===== src/rtl/control_unit.sv =====
// control_unit: multi-cycle FETCH/DECODE/EXEC/MEM/WB sequencer for a 16-bit core.
// Optional feature macro CU_HALT_EN adds a HALT state entered on instruction 16'hFFFF.
module control_unit (
  input  logic        clk,
  input  logic        rst,
  output logic        imem_req,
  input  logic        imem_ack,
  input  logic [15:0] imem_data,
  output logic [15:0] pc,
  input  logic [15:0] alu_r,
  input  logic        alu_cmp,
  output logic [2:0]  codeop,
  output logic        ri,
  output logic        ld,
  output logic        jmp,
  output logic [2:0]  rd_idx,
  output logic [2:0]  ra_idx,
  output logic [2:0]  rb_idx,
  output logic [15:0] imm,
  output logic        reg_we,
  output logic        dmem_req,
  output logic        dmem_we,
  input  logic        dmem_ack,
  output logic        halted
);

  localparam logic [2:0] S_FETCH  = 3'd0;
  localparam logic [2:0] S_DECODE = 3'd1;
  localparam logic [2:0] S_EXEC   = 3'd2;
  localparam logic [2:0] S_MEM    = 3'd3;
  localparam logic [2:0] S_WB     = 3'd4;
`ifdef CU_HALT_EN
  localparam logic [2:0] S_HALT   = 3'd5;
`endif

  localparam logic [1:0] CLS_ALU = 2'b00;
  localparam logic [1:0] CLS_LD  = 2'b01;
  localparam logic [1:0] CLS_ST  = 2'b10;
  localparam logic [1:0] CLS_JMP = 2'b11;

  logic [2:0]  state_r;
  logic [2:0]  state_s;
  logic [15:0] ir_r;
  logic [1:0]  cls_r;
  logic        take_jump_s;

  // Next-state logic; acks only matter in the state that is waiting for them.
  always_comb begin
    state_s = state_r;
    case (state_r)
      S_FETCH: begin
        if (imem_ack) state_s = S_DECODE;
        else          state_s = S_FETCH;
      end
      S_DECODE: begin
`ifdef CU_HALT_EN
        if (ir_r == 16'hFFFF) state_s = S_HALT;
        else                  state_s = S_EXEC;
`else
        state_s = S_EXEC;
`endif
      end
      S_EXEC: begin
        if ((cls_r == CLS_LD) || (cls_r == CLS_ST)) state_s = S_MEM;
        else                                        state_s = S_WB;
      end
      S_MEM: begin
        if (dmem_ack) state_s = S_WB;
        else          state_s = S_MEM;
      end
      S_WB: state_s = S_FETCH;
`ifdef CU_HALT_EN
      S_HALT: state_s = S_HALT;
`endif
      default: state_s = S_FETCH;
    endcase
  end

  assign take_jump_s = jmp & alu_cmp;

  // State, instruction register and program counter; reset aborts any pending update.
  always_ff @(posedge clk) begin
    if (rst) begin
      state_r <= S_FETCH;
      ir_r    <= 16'h0000;
      pc      <= 16'h0000;
    end else begin
      state_r <= state_s;
      if ((state_r == S_FETCH) && imem_ack) begin
        ir_r <= imem_data;
      end
      if (state_r == S_WB) begin
        pc <= take_jump_s ? alu_r : (pc + 16'h0001);
      end
    end
  end

  // Decoded fields are captured once in DECODE and held until the next DECODE.
  always_ff @(posedge clk) begin
    if (rst) begin
      codeop <= 3'b000;
      ri     <= 1'b0;
      cls_r  <= CLS_ALU;
      ld     <= 1'b0;
      jmp    <= 1'b0;
      rd_idx <= 3'b000;
      ra_idx <= 3'b000;
      rb_idx <= 3'b000;
      imm    <= 16'h0000;
    end else if (state_r == S_DECODE) begin
      codeop <= ir_r[15:13];
      ri     <= ir_r[12];
      cls_r  <= ir_r[11:10];
      ld     <= (ir_r[11:10] == CLS_LD);
      jmp    <= (ir_r[11:10] == CLS_JMP);
      rd_idx <= ir_r[9:7];
      ra_idx <= ir_r[6:4];
      rb_idx <= ir_r[3:1];
      imm    <= {{12{ir_r[3]}}, ir_r[3:0]};
    end
  end

  // Strobes are pure state decodes, forced low while reset is asserted.
  always_comb begin
    imem_req = 1'b0;
    dmem_req = 1'b0;
    dmem_we  = 1'b0;
    reg_we   = 1'b0;
    if (rst) begin
      imem_req = 1'b0;
      dmem_req = 1'b0;
      dmem_we  = 1'b0;
      reg_we   = 1'b0;
    end else begin
      imem_req = (state_r == S_FETCH);
      dmem_req = (state_r == S_MEM);
      dmem_we  = (state_r == S_MEM) && (cls_r == CLS_ST);
      reg_we   = (state_r == S_WB) && ((cls_r == CLS_ALU) || (cls_r == CLS_LD));
    end
  end

`ifdef CU_HALT_EN
  assign halted = (state_r == S_HALT) && !rst;
`else
  assign halted = 1'b0;
`endif

endmodule


===== config.mk =====
export PLATFORM = sky130hd
export DESIGN_NAME = control_unit
export DESIGN_NICKNAME = d
export VERILOG_FILES = /design/src/rtl/control_unit.sv
export SDC_FILE = /design/constraint.sdc
export NUM_CORES = 1
export LEC_CHECK = 0
export BUFFER_PORTS_ARGS = -buffer_cell sky130_fd_sc_hd__buf_2
export CAP_MARGIN = 0
export CORE_ASPECT_RATIO = 0.8
export CORE_MARGIN = 10
export CORE_UTILIZATION = 36
export DETAILED_ROUTE_END_ITERATION = 7
export SYNTH_ARGS = -nofsm -noshare
export SYNTH_HDL_FRONTEND = slang
export SYNTH_SLANG_ARGS = --single-unit

===== constraint.sdc =====
create_clock -name clk -period 1.8 [get_ports clk]
set_input_delay 0.36 -clock clk [delete_from_list [all_inputs] [get_ports clk]]
set_output_delay 0.36 -clock clk [all_outputs]
set_load 0.01 [all_outputs]

==> metrics, run 1 <==
Layout Skew 4.97 ps; fraction of final layout cells sized beyond drive strength 1 between 30% and 40%; final setup TNS 0 ps; initial antenna violation count 0; setup violation total in the final timing report 0; share of synthesized area occupied by flip-flops and latches a little over two fifths; placement row count 27; number of max-capacitance violations reported 0; Crit Path Class register to output pin; outcome finished, final reports clean; Synth area leaders dfxtp_1, nand2_1, a21oi_1, buf_4, clkbuf_1; weighted congestion reported at the end of routability-driven placement 0.860; total placed cells including tap cells ~500; Worst setup SP type register; number of buffers added by the clock tree synthesis step 5; syn_area_per_cell about 7.6 um2; drt total wl ~7.4 mm; total power 2.21 mW; area of the placeable core 6860 um2; pwr/cell area ~700 nW/um2; remaining antenna violation count 0; most frequent cell after synthesis nand2_1; register bit count reported by yosys 53; vertical extent of the die ~95 um; total congestion overflow 0; Vias 2537; Min-Delay Path Class input pin to register; number of sinks handled by clock tree synthesis 53; clock root buffer clkbuf_8; buffering stage count on the worst path with inverters included 1; via count normalized by instance count 5.08; count of boundary I/O pins 89; half-perimeter wire length after placement 5.35 mm; Post-Synthesis Cells 333; Util after Layout a little under half; distinct cell type count of the synthesized netlist 39; I/O Buffers 87; top achievable clock speed between 500 and 600 MHz; Pre-Repair DR Iteration Count 5; type of element capturing the critical path output pin; LEAKAGE 1.32 nW; Die Wd 114 um; largest incremental delay on the critical path around 420 ps; async set-or-reset flop fraction in the synthesized netlist 0%; register-to-register setup slack 150 ps; residual DRC count 0; cell family with most CP delay simple AND/OR/NAND/NOR gates; met1 demand-to-capacity share in global routing 16.2%; CTS tree yes; drt wl/cell roughly 15 um; Post-Layout Cell Count about 500; busiest layer in global routing met2; detailed router's first-iteration violation count 137; commonest cells in the netlist nand2_1, dfxtp_1, a21oi_1, clkbuf_1, buf_4; Initial Utilization 36.9%; biggest area consumer among synthesized cells dfxtp_1; clock tree buffer depth 2; CTS hold repair buffers 0; slowest stage cell on the critical path or3b_4; final worst slack 49.4 ps; Die Footprint approximately 11000 um2; crit path max fanout 3; first-pass GRT wire length 11.5 mm; data arrival time at the worst-slack endpoint approximately 1400 ps; Most used DFF post-synth dfxtp_1; clock-pin transition on the worst setup and hold timing paths 100 ps; met2 Usage GRT between 20% and 30%; fraction of the cycle the final worst path needs about 97%; combined global-route utilization of all metal layers 12.8%; fill cell count 717; latest clock arrival within the worst-skew pair about 300 ps; top cell type's share of synthesized area 41.9%; met3 usage in global routing 2.85%; Area growth, synth to finish 24.8%; total number of nets in the final design 452; net count of the mapped netlist 374; Slew Limit Fails 0; required time at the worst-slack endpoint between 1000 and 1500 ps; Critical Path, Cell by Cell or3b_4 > nor3_4 > buf_2; number of synthesized flops with an enable pin 0; synthesized cell area about 2500 um2; number of global-route vias before repair 2346; worst ir drop on vdd 0.312 mV; min cycle time layout 1750 ps; htree depth 2; largest net degree at the start of global routing 29; Antenna Cells 0; warnings from Yosys 0; total count of hold-check failures in the final report 0; worst slack after detailed placement 86.1 ps
==> sequential cells by signal, summed over array words and instances (netlist names), 2 cells and up <==
signal / cells
pc: 16
codeop: 3
state_r: 3
ra_idx: 3
ir_r: 16
rb_idx: 3
rd_idx: 3
cls_r: 2
==> routing by layer <==
layer  share of wire (%)  wire, um
met2                  49      3590
met3                 5.9       435
met5                   0         0
met1                  44      3270
met4                0.79        58
==> timing repair <==
| item | 4_1_cts | 5_1_grt |
|---|---|---|
| setup buffers | 0 | 1 |
| pin swaps | 1 | 2 |
| setup endpoints to repair | 1 | 7 |
| gates resized for setup | 1 | 7 |
==> metrics by stage <==
| stage | hold WS [ps] | cell area, um2 |
|---|---|---|
| 3_3_place_gp | 439 | 3030 |
| 2_1_floorplan | 432 | 2530 |
| 6_report | 280 | 3160 |
| 5_1_grt | 276 | 3160 |
| 4_1_cts | 266 | 3130 |
| 3_5_place_dp | 445 | 3030 |
==> cell usage in the layout (no fill, tap or decap), types with 5 or more instances in the layout <==
master    count
nand4_1       5
a21oi_1      45
nor2_1       13
nand3_1      14
nor3_1       12
and3_1        5
buf_2        87
clkbuf_8      5
dfxtp_1      51
nand2_1      79
a31oi_1      10
o21ai_0       8
or3_1         5
inv_1         5
buf_4        22
==> final cells by class <==
cell class / instances / area (um2) / share of cell area, %
Multi-Input combinational cell: 237 / 1280 / 40.4
Sequential cell: 53 / 1060 / 33.7
Timing Repair Buffer: 109 / 601 / 19.0
Tap cell: 87 / 109 / 3.45
Clock buffer: 5 / 68.8 / 2.18
Clock inverter: 3 / 21.3 / 0.674
Inverter: 5 / 18.8 / 0.594
==> power by group <==
part	switching [mW]	internal (mW)
Combinational	0.165	0.117
Clock	0.404	0.277
Sequential	0.0323	1.22
Total	0.601	1.61
==> worst min-delay path, cell delays in order <==
cell and delay [ps]:
buf_2 90, nand2_1 40, a21oi_1 50
==> cells by family (layout without fill, tap and decap cells) <==
logic type	Yosys count	after routing	share of synthesized area [%]
and+or+nand+nor	151	151	27.8
AOI/OAI and AO/OA	79	79	18.1
DFF	53	53	41.9
buffers and inverters	43	122	9.19
adders and majority gates	4	4	1.98
muxes	2	2	0.840
other	1	1	0.148
==> path summary, 6_finish.rpt <==
| check | start | endpoint | cells after the start |
|---|---|---|---|
| max | state_r[1] | reg_we | 3 |
| max reg2reg | pc[0] | pc[12] | 6 |
| min reg2reg | ir_r[3] | rb_idx[2] | 2 |
| min | imem_data[14] | ir_r[14] | 3 |
(Power assumes the default switching activity.)
==> inputs of run 2 (changes only) <==
--- a/config.mk
+++ b/config.mk
@@ -11,6 +11,7 @@
 export CORE_MARGIN = 10
 export CORE_UTILIZATION = 36
 export DETAILED_ROUTE_END_ITERATION = 7
+export REMOVE_ABC_BUFFERS = 1
 export SYNTH_ARGS = -nofsm -noshare
 export SYNTH_HDL_FRONTEND = slang
 export SYNTH_SLANG_ARGS = --single-unit
==> metrics, run 2 (same netlist as run 1, synthesis figures left out) <==
outcome finished, final reports clean; CTS tree yes; Util after Layout 46.1% (unchanged); beginning of the worst hold path imem_data[14]; count of boundary I/O pins 89 (unchanged); Min-Delay Path Class input pin to register; commonest non-fill, non-tap cell in the layout buf_2; htree depth 2 (unchanged); cell count of the worst hold path 3 (unchanged); total placed cells including tap cells 492 (+0.41%); Regs by FF count ir_r: 16 flops, pc: 16 flops; highest routing layer actually used met4; cell family with most CP delay simple AND/OR/NAND/NOR gates; detailed router's first-iteration violation count 131 (-4.4%); top achievable clock speed 580 MHz (+1.5%); Sw Pwr 586 uW (-2.5%); number of cells on the worst reg-to-reg path 4 (-2); cell internal power dissipation 1.61 mW (-0.36%); fraction of the cycle the final worst path needs 95.8% (-1.4 points); top library cells by usage in the layout, fill and taps aside buf_2, nand2_1, dfxtp_1, a21oi_1, buf_4; clock-pin transition on the worst setup and hold timing paths 100 ps (about the same); type of element capturing the critical path output pin; drt wl/cell 14.7 um (-0.27%); Hold Path End ir_r[14]; Die Footprint 10800 um2 (unchanged); Crit Path Class register to output pin; setup violation total in the final timing report 0 (unchanged); LEAKAGE 1.32 nW (+0.16%); pwr/cell area 694 nW/um2 (-0.95%); Antenna Cells 0 (unchanged); routed length on met3 785 um (+80%); residual DRC count 0 (unchanged); post-route met1 wirelength 3.36 mm (+2.7%); Critical Path, Cell by Cell or3b_4 > nor3_4 > buf_2; via count normalized by instance count 5.12 (+0.78%); portion of total power attributed to the clock network 30.0% (-0.8 points); placement row count 27 (unchanged); switch share 26.7% (-0.44 points); half-perimeter wire length after placement 5.47 mm (+2.3%); clock tree buffer depth 2 (unchanged); number of global-route vias before repair 2375 (+1.2%); combined global-route utilization of all metal layers 13.5% (+0.67 points); remaining antenna violation count 0 (unchanged); Post-Layout Cell Count 500 (+0.20%); I/O Buffers 87 (unchanged); Slew Limit Fails 0 (unchanged); part of the total power dissipated in combinational logic 13.0% (+0.3 points); Pre-Repair DR Iteration Count 4 (-1); Vias 2562 (+0.99%); vertical extent of the die 95 um (unchanged); fraction of final layout cells sized beyond drive strength 1 30.3% (-1.0 points); CTS hold repair buffers 0 (unchanged); total congestion overflow 0 (unchanged); Layout Skew 9.23 ps (+4.26 ps); RSZ-0062 raised after global routing no; total number of nets in the final design 454 (+0.44%); drt total wl 7.35 mm (about the same); number of sinks handled by clock tree synthesis 53 (unchanged); buffering stage count on the worst path with inverters included 1 (unchanged); data arrival time at the worst-slack endpoint 1370 ps (-20 ps); total count of hold-check failures in the final report 0 (unchanged); Die Wd 114 um (unchanged); first-pass GRT wire length 12.0 mm (+4.0%); Worst setup SP type register; largest net degree at the start of global routing 25 (-14%); crit path max fanout 3 (unchanged); largest incremental delay on the critical path 420 ps (about the same); area of the placeable core 6860 um2 (unchanged); worst ir drop on vdd 0.375 mV (+20%); sequential share of power 57.0% (+0.5 points); register-to-register setup slack 110 ps (-40 ps); post-route worst hold slack 278 ps (-1.73 ps); initial antenna violation count 0 (unchanged); finished layout cell area 3160 um2 (unchanged); Area growth, synth to finish 24.8% (unchanged); Initial Utilization 36.9% (unchanged); met2 wire length 3.15 mm (-12%); latest clock arrival within the worst-skew pair 310 ps (about the same); clock root buffer clkbuf_8; required time at the worst-slack endpoint 1440 ps (about the same); slowest stage cell on the critical path or3b_4; number of max-capacitance violations reported 0 (unchanged); min cycle time layout 1730 ps (-25.5 ps); startpoint of the most critical register-to-register path pc[2]; dpl cell area 3050 um2 (+0.62%); r2r endpoint pc[11]; number of buffers added by the clock tree synthesis step 5 (unchanged); weighted congestion reported at the end of routability-driven placement 0.827 (-3.9%)
## run 2: cell type report
cell class,count,area [um2]
fillers,716,3700
well taps,87,109
inverters,5,18.8
repair buffers,111,628
clock buffers,5,68.8
clock inverters,2,16.3
multi-input cells,237,1260
flip-flops and latches,53,1060
## run 2: routing by layer
metal,vias up,track usage [%]
met2,78,20.0
met3,7,6.34
met1,1171,17.2
met5,-,0
met4,0,3.48
li1,1306,-
## run 2: tightest hold or removal path: cells and delay by family
| kind | cells | cell delay, ps |
|---|---|---|
| AO/OA/AOI/OAI | 1 | 50 |
| buffers and inverters | 1 | 90 |
| AND/OR/NAND/NOR | 1 | 40 |
## run 2: worst max-delay path by stage
| stage | start | to | slack [ps] | cells past startpoint |
|---|---|---|---|---|
| detailed placement | pc[2] | pc[11] | 140 | 4 |
| floorplan | state_r[2] | pc[9] | -520 | 4 |
| CTS | state_r[1] | reg_we | 7 | 3 |
| global placement | pc[2] | pc[11] | 170 | 4 |
| finish | state_r[1] | reg_we | 70 | 3 |
| global route | state_r[2] | reg_we | 5 | 3 |
## run 2: timing repair
action | 4_1_cts | 5_1_grt
resized for setup | 1 | 2
setup endpoints to repair | 1 | 1
setup buffers | 0 | 1
hold endpoints to repair | 0 | 0
## run 2: power by group through the flow
stage | combinational, mW | clock [mW] | sequential [mW]
finish | 0.285 | 0.657 | 1.25
global route | 0.321 | 0.737 | 1.26
CTS | 0.287 | 0.691 | 1.25
detailed placement | 0.285 | 0 | 1.28
global placement | 0.283 | 0 | 1.28
floorplan | 0.115 | 0 | 1.29
## run 2: metrics by stage
stage	total power [mW]	TNS (ps)	worst slack [ps]
finish	2.19	0	74.9
detailed placement	1.56	0	143
floorplan	1.41	-5380	-516
CTS	2.23	0	6.81
global route	2.32	0	5.41
global placement	1.56	0	170
==> inputs of run 3 (changes only) <==
--- a/config.mk
+++ b/config.mk
@@ -11,6 +11,7 @@
 export CORE_MARGIN = 10
 export CORE_UTILIZATION = 36
 export DETAILED_ROUTE_END_ITERATION = 7
+export RECOVER_POWER = 50
 export REMOVE_ABC_BUFFERS = 1
 export SYNTH_ARGS = -nofsm -noshare
 export SYNTH_HDL_FRONTEND = slang
==> metrics, run 3 (same netlist as run 1, synthesis figures left out) <==
outcome finished, final reports clean; via count normalized by instance count 5.13 (about the same); largest net degree at the start of global routing 25 (unchanged); count of boundary I/O pins 89 (unchanged); required time at the worst-slack endpoint 1440 ps (about the same); fraction of final layout cells sized beyond drive strength 1 22.3% (-8.0 points); htree depth 2 (unchanged); final setup TNS 0 ps (unchanged); Post-Layout Cell Count 500 (unchanged); drt total wl 7.32 mm (-0.35%); Min-Delay Path Class input pin to register; data arrival time at the worst-slack endpoint 1360 ps (about the same); clock tree buffer depth 2 (unchanged); cell internal power dissipation 1.60 mW (-0.47%); Pre-Repair DR Iteration Count 4 (unchanged); Vias 2564 (+0.078%); part of the total power dissipated in combinational logic 12.6% (-0.4 points); placement row count 27 (unchanged); worst ir drop on vdd 0.374 mV (-0.24%); RSZ-0062 raised after global routing no; pwr/cell area 705 nW/um2 (+1.5%); initial antenna violation count 0 (unchanged); Util after Layout 45.3% (-0.78 points); fraction of the cycle the final worst path needs 95.8% (about the same); clock root buffer clkbuf_8; I/O Buffers 87 (unchanged); commonest non-fill, non-tap cell in the layout nand2_1; buffering stage count on the worst path with inverters included 1 (unchanged); clock-pin transition on the worst setup and hold timing paths 100 ps (about the same); Initial Utilization 36.9% (unchanged); number of buffers added by the clock tree synthesis step 5 (unchanged); total number of nets in the final design 454 (unchanged); Die Footprint 10800 um2 (unchanged); half-perimeter wire length after placement 5.47 mm (unchanged); vertical extent of the die 95 um (unchanged); Slew Limit Fails 0 (unchanged); sequential share of power 57.2% (+0.2 points); latest clock arrival within the worst-skew pair 310 ps (about the same); min cycle time layout 1720 ps (-0.390 ps); Die Wd 114 um (unchanged); LEAKAGE 1.18 nW (-11%); largest incremental delay on the critical path 420 ps (about the same); residual DRC count 0 (unchanged); number of sinks handled by clock tree synthesis 53 (unchanged); type of element capturing the critical path output pin; switch share 26.9% (+0.19 points); Layout Skew 9.02 ps (-0.208 ps); Antenna Cells 0 (unchanged); fill cell count 728 (+1.7%); Worst setup SP type register; worst slack after detailed placement 143 ps (unchanged); total count of hold-check failures in the final report 0 (unchanged); Area growth, synth to finish 22.6%; weighted congestion reported at the end of routability-driven placement 0.827 (unchanged); cell family with most CP delay simple AND/OR/NAND/NOR gates; number of global-route vias before repair 2375 (unchanged); remaining antenna violation count 0 (unchanged); drt wl/cell 14.6 um (-0.35%); top achievable clock speed 580 MHz (about the same); area of the placeable core 6860 um2 (unchanged); first-pass GRT wire length 12.0 mm (unchanged); total placed cells including tap cells 492 (unchanged); crit path max fanout 3 (unchanged); Regs by FF count ir_r: 16 flops, pc: 16 flops; slowest stage cell on the critical path or3b_4; Sw Pwr 589 uW (+0.48%); combined global-route utilization of all metal layers 13.5% (unchanged); total congestion overflow 0 (unchanged); number of max-capacitance violations reported 0 (unchanged); Crit Path Class register to output pin; portion of total power attributed to the clock network 30.2% (+0.2 points); final worst slack 75.3 ps (+0.390 ps); Critical Path, Cell by Cell or3b_4 > nor3_4 > buf_2; setup violation total in the final timing report 0 (unchanged); CTS tree yes; detailed router's first-iteration violation count 126 (-3.8%); top library cells by usage in the layout, fill and taps aside nand2_1, buf_2, dfxtp_1, a21oi_1, clkbuf_1
-- run 3: cell count changes in the layout (fill, tap and decap cells not counted), sizes merged --
cell    change
clkbuf     +34
buf        -34
-- run 3: final cells by class --
| cell class | instances | area (um2) | area share [%] |
|---|---|---|---|
| clock buffer | 5 | 68.8 | 2.22 |
| clock inverter | 2 | 16.3 | 0.524 |
| inverter | 5 | 18.8 | 0.605 |
| multi-input combinational | 237 | 1250 | 40.3 |
| sequential | 53 | 1060 | 34.2 |
| tap | 87 | 109 | 3.51 |
| timing repair buffer | 111 | 581 | 18.7 |
-- run 3: timing repair --
item | in CTS | in global routing
gates cloned | 0 | 0
buffers inserted | 0 | 1
hold buffers | 0 | 0
endpoints found under the setup margin | 1 | 1
gates resized for setup | 1 | 2
-- run 3: path summary, 6_finish.rpt --
| check | start | endpoint | slack, ps | cells past startpoint |
|---|---|---|---|---|
| worst max-delay path | state_r[1] | reg_we | 80 | 3 |
| worst min-delay path | imem_data[14] | ir_r[14] | 280 | 3 |
| worst max register to register | pc[2] | pc[11] | 110 | 4 |
| worst min register to register | ir_r[4] | ra_idx[0] | 460 | 2 |
-- run 3: routing by layer --
metal,global-route usage (%),up-vias,share of wire [%]
li1,-,1306,-
met5,0,-,0
met1,17.2,1173,46
met4,3.48,0,0.78
met3,6.34,7,10
met2,20.0,78,43
-- run 3: worst reg2reg max path, stage by stage, from the launching register on --
cell     delay (ps)
dfxtp_1         450
nand3_1         120
or3_1           490
or3_1           410
a31oi_1         170
-- run 3: stage by stage --
step	hold slack, ps	cell area (um2)	power, mW
2_1_floorplan	426	2320	1.41
3_3_place_gp	438	3050	1.56
3_5_place_dp	441	3050	1.56
4_1_cts	264	3140	2.23
5_1_grt	270	3100	2.31
6_report	278	3100	2.19
-- run 3: power groups by stage --
stage,logic (mW),registers [mW],clock network [mW]
final,0.276,1.25,0.660
after global routing,0.312,1.26,0.737
after global placement,0.283,1.28,0
after floorplan,0.115,1.29,0
after detailed placement,0.285,1.28,0
after CTS,0.287,1.25,0.691
